$ cat src/rtl/ac97_pkg.sv
// Shared AC'97 scheduler definitions: FSM states, register-index width,
// the power-up init table and slot-word formatting helpers.
package ac97_pkg;

   localparam int AC97_IDX_W = 7;

   typedef enum logic [2:0] {
      ST_WAIT_RDY,
      ST_INIT,
      ST_IDLE,
      ST_ISSUE,
      ST_WAIT_RD
   } ac97_state_t;

   typedef struct packed {
      logic [AC97_IDX_W-1:0] idx;
      logic [15:0]           data;
   } ac97_init_entry_t;

   // Power-up writes: master/headphone volume unmuted, PCM-out volume 0x0808, record select.
   function automatic ac97_init_entry_t ac97_init_entry(input int i);
      ac97_init_entry_t e;
      case (i)
         0:       e = {7'h02, 16'h0000};
         1:       e = {7'h04, 16'h0000};
         2:       e = {7'h18, 16'h0808};
         3:       e = {7'h1A, 16'h0000};
         default: e = {7'h00, 16'h0000};
      endcase
      return e;
   endfunction

   function automatic logic [19:0] ac97_slot1(input logic rd, input logic [AC97_IDX_W-1:0] idx);
      return {rd, idx, 12'h000};
   endfunction

   function automatic logic [19:0] ac97_slot2(input logic [15:0] wdata);
      return {wdata, 4'h0};
   endfunction

endpackage

$ cat src/rtl/ac97_rr_arb2.sv
// Two-way round-robin arbiter; the favoured requester wins ties and the
// favour flips to the other requester whenever a grant is taken.
module ac97_rr_arb2 (
   input  logic       ac97_bitclk,
   input  logic       rst,
   input  logic [1:0] req,
   input  logic       advance,
   output logic [1:0] grant
);

   logic rr;

   always_comb begin
      grant = 2'b00;
      if (rr) grant = req[1] ? 2'b10 : {1'b0, req[0]};
      else    grant = req[0] ? 2'b01 : {req[1], 1'b0};
   end

   always_ff @(posedge ac97_bitclk or posedge rst) begin
      if (rst)          rr <= 1'b0;
      else if (advance) rr <= grant[0];
   end

endmodule

$ cat src/rtl/ac97_cmd_sched.sv
// AC'97 codec register-access scheduler: issues the init table after codec
// ready, then arbitrates host/mixer accesses onto the slot-1/slot-2 channel.
module ac97_cmd_sched
   import ac97_pkg::*;
#(
   parameter int RD_TIMEOUT_FRAMES = 4,
   parameter int INIT_LEN          = 4
) (
   input  logic        ac97_bitclk,
   input  logic        rst,
   input  logic        frame_start,
   input  logic        codec_ready,
   input  logic [1:0]  req_valid,
   input  logic [1:0]  req_read,
   input  logic [13:0] req_addr,
   input  logic [31:0] req_wdata,
   output logic [1:0]  req_ack,
   output logic [15:0] rsp_rdata,
   output logic        rsp_err,
   output logic        cmd_valid,
   output logic [19:0] cmd_addr,
   output logic [19:0] cmd_data,
   input  logic        sts_valid,
   input  logic [6:0]  sts_addr,
   input  logic [15:0] sts_data,
   output logic        init_done
);

   localparam int CNT_W  = $clog2(RD_TIMEOUT_FRAMES + 1);
   localparam int IIDX_W = $clog2(INIT_LEN + 1);

   ac97_state_t           state, state_nxt;
   logic [IIDX_W-1:0]     init_idx, init_idx_nxt, init_sel;
   logic [CNT_W-1:0]      frame_cnt, frame_cnt_nxt, frame_cnt_inc;
   logic [1:0]            owner, owner_nxt;
   logic                  is_read, is_read_nxt;
   logic [AC97_IDX_W-1:0] cur_idx, cur_idx_nxt;
   logic                  cmd_valid_nxt, init_done_nxt, err_nxt;
   logic [19:0]           cmd_addr_nxt, cmd_data_nxt;
   logic [1:0]            ack_nxt;
   logic [15:0]           rdata_nxt;
   logic [1:0]            grant;
   logic                  arb_advance, gsel, g_read;
   logic [AC97_IDX_W-1:0] g_idx;
   logic [15:0]           g_wdata;
   ac97_init_entry_t      init_entry;

   ac97_rr_arb2 u_arb (
      .ac97_bitclk (ac97_bitclk),
      .rst         (rst),
      .req         (req_valid),
      .advance     (arb_advance),
      .grant       (grant)
   );

   assign gsel          = grant[1];
   assign g_read        = req_read[gsel];
   assign g_idx         = gsel ? req_addr[13:7] : req_addr[6:0];
   assign g_wdata       = gsel ? req_wdata[31:16] : req_wdata[15:0];
   assign frame_cnt_inc = frame_cnt + 1'b1;
   // Entry to present next: table[0] when leaving WAIT_RDY, else the one after idx.
   assign init_sel      = (state == ST_INIT) ? init_idx + 1'b1 : '0;
   assign init_entry    = ac97_init_entry(int'(init_sel));

   always_comb begin
      state_nxt     = state;
      init_idx_nxt  = init_idx;
      frame_cnt_nxt = frame_cnt;
      owner_nxt     = owner;
      is_read_nxt   = is_read;
      cur_idx_nxt   = cur_idx;
      cmd_valid_nxt = cmd_valid;
      cmd_addr_nxt  = cmd_addr;
      cmd_data_nxt  = cmd_data;
      init_done_nxt = init_done;
      ack_nxt       = 2'b00;
      rdata_nxt     = rsp_rdata;
      err_nxt       = rsp_err;
      arb_advance   = 1'b0;

      if (frame_start && !codec_ready && state != ST_WAIT_RDY) begin
         state_nxt     = ST_WAIT_RDY;
         cmd_valid_nxt = 1'b0;
         init_done_nxt = 1'b0;
         init_idx_nxt  = '0;
         if (state == ST_ISSUE || state == ST_WAIT_RD) begin
            ack_nxt   = owner;
            err_nxt   = 1'b1;
            rdata_nxt = 16'hFFFF;
         end
      end else begin
         case (state)
            ST_WAIT_RDY: begin
               if (frame_start && codec_ready) begin
                  state_nxt     = ST_INIT;
                  init_idx_nxt  = '0;
                  cmd_valid_nxt = 1'b1;
                  cmd_addr_nxt  = ac97_slot1(1'b0, init_entry.idx);
                  cmd_data_nxt  = ac97_slot2(init_entry.data);
               end
            end
            ST_INIT: begin
               if (frame_start) begin
                  if (init_idx == IIDX_W'(INIT_LEN - 1)) begin
                     cmd_valid_nxt = 1'b0;
                     init_done_nxt = 1'b1;
                     state_nxt     = ST_IDLE;
                  end else begin
                     init_idx_nxt = init_idx + 1'b1;
                     cmd_addr_nxt = ac97_slot1(1'b0, init_entry.idx);
                     cmd_data_nxt = ac97_slot2(init_entry.data);
                  end
               end
            end
            ST_IDLE: begin
               // Holding off while req_ack is high stops an acked request being re-granted.
               if (init_done && req_ack == 2'b00 && grant != 2'b00) begin
                  arb_advance   = 1'b1;
                  owner_nxt     = grant;
                  is_read_nxt   = g_read;
                  cur_idx_nxt   = g_idx;
                  cmd_valid_nxt = 1'b1;
                  cmd_addr_nxt  = ac97_slot1(g_read, g_idx);
                  cmd_data_nxt  = g_read ? 20'h00000 : ac97_slot2(g_wdata);
                  state_nxt     = ST_ISSUE;
               end
            end
            ST_ISSUE: begin
               if (frame_start) begin
                  cmd_valid_nxt = 1'b0;
                  if (!is_read) begin
                     ack_nxt   = owner;
                     err_nxt   = 1'b0;
                     state_nxt = ST_IDLE;
                  end else begin
                     frame_cnt_nxt = '0;
                     state_nxt     = ST_WAIT_RD;
                  end
               end
            end
            ST_WAIT_RD: begin
               if (sts_valid && sts_addr == cur_idx) begin
                  ack_nxt   = owner;
                  rdata_nxt = sts_data;
                  err_nxt   = 1'b0;
                  state_nxt = ST_IDLE;
               end else if (frame_start) begin
                  if (frame_cnt_inc == CNT_W'(RD_TIMEOUT_FRAMES)) begin
                     ack_nxt   = owner;
                     rdata_nxt = 16'hFFFF;
                     err_nxt   = 1'b1;
                     state_nxt = ST_IDLE;
                  end else begin
                     frame_cnt_nxt = frame_cnt_inc;
                  end
               end
            end
            default: state_nxt = ST_WAIT_RDY;
         endcase
      end
   end

   always_ff @(posedge ac97_bitclk or posedge rst) begin
      if (rst) begin
         state     <= ST_WAIT_RDY;
         init_idx  <= '0;
         frame_cnt <= '0;
         owner     <= 2'b00;
         is_read   <= 1'b0;
         cur_idx   <= '0;
         cmd_valid <= 1'b0;
         cmd_addr  <= 20'h00000;
         cmd_data  <= 20'h00000;
         init_done <= 1'b0;
         req_ack   <= 2'b00;
         rsp_rdata <= 16'h0000;
         rsp_err   <= 1'b0;
      end else begin
         state     <= state_nxt;
         init_idx  <= init_idx_nxt;
         frame_cnt <= frame_cnt_nxt;
         owner     <= owner_nxt;
         is_read   <= is_read_nxt;
         cur_idx   <= cur_idx_nxt;
         cmd_valid <= cmd_valid_nxt;
         cmd_addr  <= cmd_addr_nxt;
         cmd_data  <= cmd_data_nxt;
         init_done <= init_done_nxt;
         req_ack   <= ack_nxt;
         rsp_rdata <= rdata_nxt;
         rsp_err   <= err_nxt;
      end
   end

endmodule

$ cat config.mk
export PLATFORM = sky130hd
export DESIGN_NAME = ac97_cmd_sched
export DESIGN_NICKNAME = d
export VERILOG_FILES = /design/src/rtl/ac97_pkg.sv /design/src/rtl/ac97_rr_arb2.sv /design/src/rtl/ac97_cmd_sched.sv
export SDC_FILE = /design/constraint.sdc
export NUM_CORES = 1
export LEC_CHECK = 0
export BUFFER_PORTS_ARGS = -buffer_cell sky130_fd_sc_hd__buf_2
export CORE_MARGIN = 5
export CORE_UTILIZATION = 40
export DETAILED_ROUTE_END_ITERATION = 12
export PLACE_DENSITY_LB_ADDON = 0.3
export SLEW_MARGIN = 20
export SYNTH_ARGS = -nofsm -noshare
export SYNTH_HDL_FRONTEND = slang
export SYNTH_HIERARCHICAL = 1
export SYNTH_SLANG_ARGS = --single-unit
$ cat constraint.sdc
create_clock -name ac97_bitclk -period 2.5 [get_ports ac97_bitclk]
set_input_delay 0.375 -clock ac97_bitclk [delete_from_list [all_inputs] [get_ports ac97_bitclk]]
set_output_delay 0.375 -clock ac97_bitclk [all_outputs]
set_load 0.01 [all_outputs]
==> reports/qor.csv <==
metric,value,unit
status,"finished, final reports clean",
leakagePower,2.34,nW
clock_latency,0.34,ns
coreArea,9240,µm²
synth_largest_area_cell,dfrtp_1,
ys_warn_count,6,
final_hold_viol_count,0,
cp_slowest_cell,dfrtp_1,
ctsHtreeMaxLevel,3,
worst_pin_slew,0.554,ns
yosys-top-cells-area,"dfrtp_1, mux2_2, mux2i_1",
gp_congestion,0.765,
crit_path_start,init_idx[0],
cp_max_fo,22,
overflow,0,
crit_top_cell,ha_1,
cts_tree,built,
worstHoldStart,req_addr[0],
vdd_drop_max,0.367,mV
r2r_start,init_idx[0],
viasPerCell,5.11,
antenna_found_initial,0,
core.rowCount,35,
worstSetupPathType,reg2reg,
synth_edf_count,0,
grt_pass1_vias,3220,
timing.final.crit_share,88.0,%
ctsLongestPathBuffers,2,
cp.required,2.72,ns
layout.nets,578,
synth-seq-cells,65,
drv_slew,0,
worstPathCellList,ha_1 > ha_1 > nor2_1 > o21ai_0 > a211oi_4 > buf_4 > mux2_2,
syn_area_per_cell,9.96,µm²
synthArstFlopShare,100,%
clk_pin_slew,0.08,ns
initial_core_util,40.9,%
dp_hpwl,7.04,mm
worst_clock_skew,0.00893,ns
first_pass_iters,4,
maxSlewHeadroom,63.0,%
cts_setup_buffers,0,
cp-end-kind,flop,
area_growth,24.7,%
wl_per_cell,14.9,µm
setup_tns,0,ns
max-cap-violations,0,
power.density,891,nW/µm²
die_w,107,µm
antenna_cells,0,
syn-cell-area,3780,µm²
synth_common_cells,"dfrtp_1, nor2_1, mux2i_1",
die-area,11500,µm²
min_path_type,in2reg,
grt_pass1_wl,15.6,mm
die_y,107,µm
drive_gt1_share,37.9,%
route.final.wire_length,9.39,mm
portBuffers,122,
cp.arrival,2.42,ns
io_pins,139,
ant_nets,0,
synth_cells,379,
numClockSinks,65,
finalPower,4.20,mW
drt_iter0_drc,91,
drc_errors,0,
post-route-min-period,2.20,ns
synth.top_cell.area_share,43.1,%
synth.distinct_cells,54,
ys_dominant_reg_cell,dfrtp_1,
seq_area_frac_synth,43.1,%
utilization,51.0,%
grt_use_total,16.7,%
detailedPlace.worstSlack,0.288,ns
cts_buffers,9,
cts_root_buf,clkbuf_8,
rsz0062_at_grt,no,
final.setup.worst_slack,0.299,ns
crit_path_start_kind,flop,
max_stage_delay,0.45,ns
post-synth-top-count-cell,dfrtp_1,
routed-via-count,3222,
grt_max_degree,65,
max_freq,0.454,GHz
setup_viol_count_final,0,
placed cells by master, fill, tap and decap left out, drive strengths merged, types with 4 or more instances in the layout:
cell type,Yosys,routed
xnor2,7,7
or3,16,16
o32ai,14,14
nor2,35,35
o21ai,18,18
ha,4,4
o22ai,5,5
o211ai,4,4
nand3,4,4
inv,17,17
a21oi,16,16
buf,29,132
mux2,27,27
nand3b,4,4
nand4,6,6
nor3b,7,7
conb,1,16
dfrtp,65,65
mux2i,26,26
clkbuf,13,10
nand2,21,21
per-layer routing:
layer	GRT usage, %	wire, µm	vias to the layer above
met3	5.06	981	9
met1	22.1	4120	1514
li1	-	-	1562
met2	26.3	4180	137
met4	5.21	114	0
met5	0	0	-
registers in the layout, summed over array words and instances, names as in the netlist:
register	flops
cur_idx	7
cmd_data	16
rsp_rdata	16
frame_cnt	3
is_read	1
init_done	1
init_idx	3
cmd_valid	1
rsp_err	1
owner	2
u_arb/rr	1
cmd_addr	8
req_ack	2
state	3
metrics by stage:
stage	cells	hold slack [ns]	area, µm²
2_1_floorplan	394	0.104	3830
3_3_place_gp	613	0.230	4450
3_5_place_dp	613	0.231	4450
4_1_cts	630	0.339	4710
5_1_grt	630	0.354	4710
6_report	630	0.345	4710
cell type report:
| type | instances | area, µm² |
|---|---|---|
| clock inverters | 6 | 115 |
| clock buffers | 10 | 138 |
| well taps | 129 | 161 |
| inverters | 17 | 63.8 |
| multi-input cells | 270 | 1900 |
| fillers | 867 | 4530 |
| repair buffers | 133 | 708 |
| flip-flops and latches | 65 | 1630 |
path summary, 6_finish.rpt:
kind / endpoint / slack, ns / cells after the start
worst max-delay path: cmd_data[9] / 0.30 / 7
worst max register to register: cmd_data[9] / 0.30 / 7
worst min-delay path: cmd_addr[12] / 0.35 / 3
min in group asynchronous: u_arb/rr / 0.43 / 3
max in group asynchronous: rsp_rdata[13] / 1.55 / 4
worst min register to register: cmd_data[12] / 0.51 / 1
where the power goes:
part | internal (mW) | total [mW] | switching (mW)
Sequential | 1.31 | 1.53 | 0.227
Clock | 0.693 | 1.13 | 0.435
Combinational | 0.741 | 1.53 | 0.794
worst max-delay path: cells and delay by family, from the launching register on:
kind | cells | cell delay (ns)
DFF | 1 | 0.45
muxes | 1 | 0.37
adders and majority gates | 2 | 0.46
and+or+nand+nor | 1 | 0.09
buffers and inverters | 1 | 0.33
AOI/OAI and AO/OA | 2 | 0.38
timing repair:
item                                   CTS  global route
hold buffers                             1             0
gates resized for setup                  0             0
endpoints found under the hold margin    1             0
kinds of logic (layout without fill, tap and decap cells):
| kind of cell | after synthesis | count (layout) | share of synthesized area (%) |
|---|---|---|---|
| AOI/OAI and AO/OA | 77 | 77 | 14.4 |
| and+or+nand+nor | 112 | 112 | 15.6 |
| muxes | 53 | 53 | 15.1 |
| buffers and inverters | 59 | 166 | 8.48 |
| xor gates and xnor gates | 8 | 8 | 1.86 |
| other | 1 | 16 | 0.0993 |
| DFF | 65 | 65 | 43.1 |
| adders and majority gates | 4 | 4 | 1.33 |
Power figures use the tool's default switching activity.
